File: src/rtl/mem_arb_pkg.sv
// Shared types for the memory arbiter group: port count, port index and read-return tag.
package mem_arb_pkg;

  localparam int unsigned PORT_NUM = 4;

  typedef logic [1:0] port_idx_t;

  typedef struct packed {
    logic      valid;
    port_idx_t idx;
  } rd_tag_t;

endpackage

File: src/rtl/m_rd_tag_pipe.sv
// Fixed-depth delay line carrying read-return tags alongside the RAM read latency.
module m_rd_tag_pipe
  import mem_arb_pkg::*;
#(
  parameter int unsigned DEPTH = 1
) (
  input  logic    clk,
  input  logic    rst_b,
  input  rd_tag_t tag_i,
  output rd_tag_t tag_o
);

  rd_tag_t [DEPTH-1:0] stage_q;

  always_ff @(posedge clk or negedge rst_b) begin
    if (!rst_b) begin
      stage_q <= '0;
    end else begin
      stage_q[0] <= tag_i;
      for (int unsigned i = 1; i < DEPTH; i++) begin
        stage_q[i] <= stage_q[i-1];
      end
    end
  end

  assign tag_o = stage_q[DEPTH-1];

endmodule

File: src/rtl/rr_mem_arbiter.sv
// Four-port arbiter sharing one single-port RAM, with per-port read-valid return.
// Define RR_MEM_ARB_ROUND_ROBIN_EN for round-robin; otherwise fixed priority (port 0 highest).
module rr_mem_arbiter
  import mem_arb_pkg::*;
#(
  parameter int unsigned ADDR_WIDTH   = 10,
  parameter int unsigned DATA_WIDTH   = 32,
  parameter int unsigned READ_LATENCY = 1
) (
  input  logic                  clk,
  input  logic                  rst_b,
  input  logic                  mem_rd0_i,
  input  logic                  mem_wr0_i,
  input  logic [ADDR_WIDTH-1:0] mem_addr0_i,
  input  logic [DATA_WIDTH-1:0] mem_d4wr0_i,
  output logic                  mem_accept0_o,
  output logic                  mem_rvalid0_o,
  input  logic                  mem_rd1_i,
  input  logic                  mem_wr1_i,
  input  logic [ADDR_WIDTH-1:0] mem_addr1_i,
  input  logic [DATA_WIDTH-1:0] mem_d4wr1_i,
  output logic                  mem_accept1_o,
  output logic                  mem_rvalid1_o,
  input  logic                  mem_rd2_i,
  input  logic                  mem_wr2_i,
  input  logic [ADDR_WIDTH-1:0] mem_addr2_i,
  input  logic [DATA_WIDTH-1:0] mem_d4wr2_i,
  output logic                  mem_accept2_o,
  output logic                  mem_rvalid2_o,
  input  logic                  mem_rd3_i,
  input  logic                  mem_wr3_i,
  input  logic [ADDR_WIDTH-1:0] mem_addr3_i,
  input  logic [DATA_WIDTH-1:0] mem_d4wr3_i,
  output logic                  mem_accept3_o,
  output logic                  mem_rvalid3_o,
  output logic [DATA_WIDTH-1:0] mem_d4rd_o,
  output logic                  mem_rd_o,
  output logic                  mem_wr_o,
  output logic [ADDR_WIDTH-1:0] mem_addr_o,
  output logic [DATA_WIDTH-1:0] mem_d4wr_o,
  input  logic                  mem_accept_i,
  input  logic [DATA_WIDTH-1:0] mem_d4rd_i
);

  logic [PORT_NUM-1:0]   rd;
  logic [PORT_NUM-1:0]   req;
  logic [ADDR_WIDTH-1:0] addr  [PORT_NUM];
  logic [DATA_WIDTH-1:0] wdata [PORT_NUM];

  port_idx_t start;
  port_idx_t cand;
  port_idx_t gnt_idx;
  logic      gnt_valid;
  logic      xfer;
  rd_tag_t   tag_in;
  rd_tag_t   tag_out;

  assign rd  = {mem_rd3_i, mem_rd2_i, mem_rd1_i, mem_rd0_i};
  assign req = rd | {mem_wr3_i, mem_wr2_i, mem_wr1_i, mem_wr0_i};

  assign addr[0]  = mem_addr0_i;
  assign addr[1]  = mem_addr1_i;
  assign addr[2]  = mem_addr2_i;
  assign addr[3]  = mem_addr3_i;
  assign wdata[0] = mem_d4wr0_i;
  assign wdata[1] = mem_d4wr1_i;
  assign wdata[2] = mem_d4wr2_i;
  assign wdata[3] = mem_d4wr3_i;

  // First requester found scanning upward from start, wrapping 3 -> 0.
  always_comb begin
    gnt_valid = 1'b0;
    gnt_idx   = '0;
    cand      = '0;
    for (int unsigned k = 0; k < PORT_NUM; k++) begin
      cand = start + port_idx_t'(k);
      if (!gnt_valid && req[cand]) begin
        gnt_valid = 1'b1;
        gnt_idx   = cand;
      end
    end
  end

  assign xfer = gnt_valid & mem_accept_i;

`ifdef RR_MEM_ARB_ROUND_ROBIN_EN
  port_idx_t rr_q;

  always_ff @(posedge clk or negedge rst_b) begin
    if (!rst_b) begin
      rr_q <= '0;
    end else if (xfer) begin
      rr_q <= gnt_idx + 2'd1;
    end
  end

  assign start = rr_q;
`else
  assign start = '0;
`endif

  // A simultaneous rd+wr is a read; the write half is dropped.
  assign mem_rd_o   = gnt_valid & rd[gnt_idx];
  assign mem_wr_o   = gnt_valid & ~rd[gnt_idx];
  assign mem_addr_o = gnt_valid ? addr[gnt_idx] : '0;
  assign mem_d4wr_o = gnt_valid ? wdata[gnt_idx] : '0;

  assign mem_accept0_o = xfer && (gnt_idx == 2'd0);
  assign mem_accept1_o = xfer && (gnt_idx == 2'd1);
  assign mem_accept2_o = xfer && (gnt_idx == 2'd2);
  assign mem_accept3_o = xfer && (gnt_idx == 2'd3);

  assign tag_in.valid = xfer & rd[gnt_idx];
  assign tag_in.idx   = gnt_idx;

  m_rd_tag_pipe #(
    .DEPTH (READ_LATENCY)
  ) u_rd_tag_pipe (
    .clk   (clk),
    .rst_b (rst_b),
    .tag_i (tag_in),
    .tag_o (tag_out)
  );

  assign mem_rvalid0_o = tag_out.valid && (tag_out.idx == 2'd0);
  assign mem_rvalid1_o = tag_out.valid && (tag_out.idx == 2'd1);
  assign mem_rvalid2_o = tag_out.valid && (tag_out.idx == 2'd2);
  assign mem_rvalid3_o = tag_out.valid && (tag_out.idx == 2'd3);

  assign mem_d4rd_o = mem_d4rd_i;

endmodule

File: config.mk
export PLATFORM = sky130hd
export DESIGN_NAME = rr_mem_arbiter
export DESIGN_NICKNAME = d
export VERILOG_FILES = /design/src/rtl/mem_arb_pkg.sv /design/src/rtl/m_rd_tag_pipe.sv /design/src/rtl/rr_mem_arbiter.sv
export SDC_FILE = /design/constraint.sdc
export NUM_CORES = 1
export LEC_CHECK = 0
export CAP_MARGIN = 20
export CORE_AREA = 2 2 114 116
export DETAILED_ROUTE_END_ITERATION = 8
export DIE_AREA = 0 0 116 118
export GPL_ROUTABILITY_DRIVEN = 0
export GPL_TIMING_DRIVEN = 0
export PLACE_DENSITY_LB_ADDON = 0.25
export SYNTH_ARGS = -nofsm -noshare
export SYNTH_HDL_FRONTEND = slang
export SYNTH_HIERARCHICAL = 1
export SYNTH_SLANG_ARGS = --single-unit
File: constraint.sdc
create_clock -name clk -period 2.05 [get_ports clk]
set_input_delay 0.205 -clock clk [delete_from_list [all_inputs] [get_ports clk]]
set_output_delay 0.205 -clock clk [all_outputs]
set_load 0.03 [all_outputs]
==> impl_metrics.csv <==
group,metric,value,unit
power_and_ir_drop,peakVddDrop,0.222,mV
floorplanning,dieArea,0.0137,mm2
layout,seq_area,75.1,um2
synth,ys_seq_elements,3,
routing,wirelength,11800,um
timing,fin_crit,2.02,ns
synth,ys_seq_area_share,4.45,%
routing,wl_per_cell,16.8,um
critical_path,slowest_delay,0.58,ns
critical_path,cp_num_cells,7,
synth,yosysUniqueCellTypes,24,
synth,post-synth-top-count-cell,"o21ai_0",
timing,tightest_slew,0.507,ns
synth,synth_common_cells,"121 x o21ai_0, 42 x a221o_1, 32 x buf_4",
critical_path,required,1.85,ns
power_and_ir_drop,leakagePower,1.87,nW
floorplanning,start_util,13.6,%
power_and_ir_drop,powerDensity,318,mW/mm2
critical_path,crit_slowest_cell,"or4_4",
floorplanning,dieWidth,116,um
layout,multi_input_area,0.00123,mm2
clock_tree,cts.clk_slew.worst_paths,0.03,ns
layout,area_delta_synth_final,186,%
hold_path,min_path_type,"in -> async",
timing,setup_viol,0,
layout,n_antenna_cell,0,
floorplanning,io-pin-count,295,
critical_path,path_buf_inv,4,
synth,synth_edf_count,0,
routing,dr.pass1.iters,4,
timing,hold_viol_final,0,
synth,synth_flop_cell,"dfrtp_1",
global_routing,grt_max_degree,11,
critical_path,worstPathMaxFanout,7,
clock_tree,cts_tree,"yes",
critical_path,worstPathCellList,"buf_12, or4_4, nor4_4, buf_6, clkbuf_16, a221o_1, buf_6",
synth,synth_area_leader_cell,"o21ai_0",
critical_path,startpoint_type,"primary input",
timing,rsz0062_at_grt,"true",
timing,tns,0,ns
placement,port_buffers,262,
layout,largest_reg_flops,3,
clock_tree,cts_sinks,3,
layout,final_area,0.00482,mm2
critical_path,critPathMostFrequentCell,"buf_6",
layout,drive_gt1_share,20.5,%
timing,hold_ws,0.157,ns
synth,yosysWarnings,6,
critical_path,critPathArrivalTime,1.81,ns
global_routing,grtUsageTotal,15.6,%
timing,final-max-slew-violation-count,0,
floorplanning,std_cell_rows,41,
critical_path,cp-startpoint,"mem_rd0_i",
flow_run,drv_cap,0,
synth,synth_fp_nets,470,
synth,synth_area,0.00169,mm2
clock_tree,cts_max_level,1,
timing,relSlewSlack,66.2,%
critical_path,crit_type,"in -> out",
critical_path,end_kind,"output pin",
placement,dpl_cell_area,0.00452,mm2
clock_tree,holdBufCountCts,0,
synth,syn_avg_cell_area,6.51,um2
clock_tree,clock_path_buffers,2,
synth,synth_top_area_share,35.9,%
routing,num_vias,3156,
routing,first_iter_violations,102,
clock_tree,cts_buffers,3,
timing,finalCritPeriodShare,98.4,%
floorplanning,core,0.0124,mm2
synth,async_flop_share,100,%
global_routing,grt_antenna_before_repair,0,
placement,dp_hpwl,9330,um
layout,fill_cells,1301,
timing,max_freq,0.496,GHz
critical_path,crit_family,"simple AND/OR/NAND/NOR gates",
routing,drc,0,
synth,synthTopCellsByArea,"o21ai_0 36%, a221o_1 25%, buf_4 14%",
layout,layout.nets,743,
routing,ant_nets,0,
critical_path,cp-endpoint,"mem_d4wr_o[5]",
synth,synthCells,259,
routing,drt-vias-per-instance,4.49,
global_routing,grt_pass1_wl,16800,um
outcome,status,"finished, final reports clean",
global_routing,grt_pass1_vias,3215,
global_routing,grt-ovfl-total,0,
floorplanning,dieHeight,118,um
clock_tree,cts-root-buf,"clkbuf_16",
metrics by stage:
| stage | utilization [%] | setup WS, ns | instances | total power, W |
|---|---|---|---|---|
| final | 38.8 | 0.0337 | 703 | 0.00153 |
| after global routing | 38.8 | -0.0363 | 703 | 0.00161 |
| after CTS | 37.6 | -0.111 | 700 | 0.00152 |
| after detailed placement | 36.4 | -1.60 | 693 | 0.00118 |
| after global placement | 36.4 | -1.60 | 693 | 0.00117 |
| after floorplan | - | 0.112 | 259 | 0.000550 |
layer usage:
| layer | track usage, % | vias up | wire [um] |
|---|---|---|---|
| li1 | - | 1531 | - |
| met1 | 18.1 | 1460 | 4620 |
| met2 | 29.6 | 158 | 6160 |
| met3 | 3.14 | 7 | 943 |
| met4 | 2.01 | 0 | 66 |
| met5 | 0 | - | 0 |
repair_timing:
| action | CTS | global route |
|---|---|---|
| gates resized for setup | 337 | 23 |
| setup buffers | 3 | 1 |
| endpoints found under the setup margin | 49 | 44 |
| pin swaps | 13 | 27 |
| cloned | 1 | 3 |
kinds of logic after synthesis:
logic type | Yosys count | synth area share (%)
AOI/OAI and AO/OA | 173 | 64.3
buffers and inverters | 63 | 23.2
DFF | 3 | 4.45
and+or+nand+nor | 20 | 8.02
worst min path at each step:
| stage | from | to | slack [ns] | cells past startpoint |
|---|---|---|---|---|
| 5_1_grt | rst_b | u_rd_tag_pipe/tag_o[2] | 0.17 | 1 |
| 2_1_floorplan | rst_b | u_rd_tag_pipe/tag_o[0] | -0.09 | 0 |
| 4_1_cts | rst_b | u_rd_tag_pipe/tag_o[2] | 0.16 | 1 |
| 3_5_place_dp | rst_b | u_rd_tag_pipe/tag_o[2] | 0.40 | 1 |
| 6_report | rst_b | u_rd_tag_pipe/tag_o[2] | 0.16 | 1 |
| 3_3_place_gp | rst_b | u_rd_tag_pipe/tag_o[2] | 0.39 | 1 |
power by group:
part	switching (W)	total (W)	internal (W)
logic	0.000508	0.00115	0.000638
clock network	0.0000653	0.000323	0.000258
registers	0.00000237	0.0000650	0.0000626
placed cells by master (no fill, tap or decap), types with 2 or more instances in the layout:
master	instances
and2_1	3
buf_12	3
buf_2	7
o21bai_1	2
clkdlybuf4s50_1	211
buf_8	3
dfrtp_1	3
nor2_1	3
o21ai_1	5
clkbuf_16	6
buf_4	39
dlygate4sd2_1	2
nand2_1	2
clkbuf_2	2
nor3b_1	2
o21ai_0	121
a21oi_1	2
buf_6	42
a221o_1	42
clkbuf_1	18
final cells by class:
cell class,count,share of cell area (%)
buffer,60,8.67
sequential,3,1.56
clock buffer,4,1.64
tap,172,4.47
inverter,1,0.0779
multi-input combinational,193,25.6
timing repair buffer,270,58.0
Note: power is estimated with default switching activity, not from simulation.
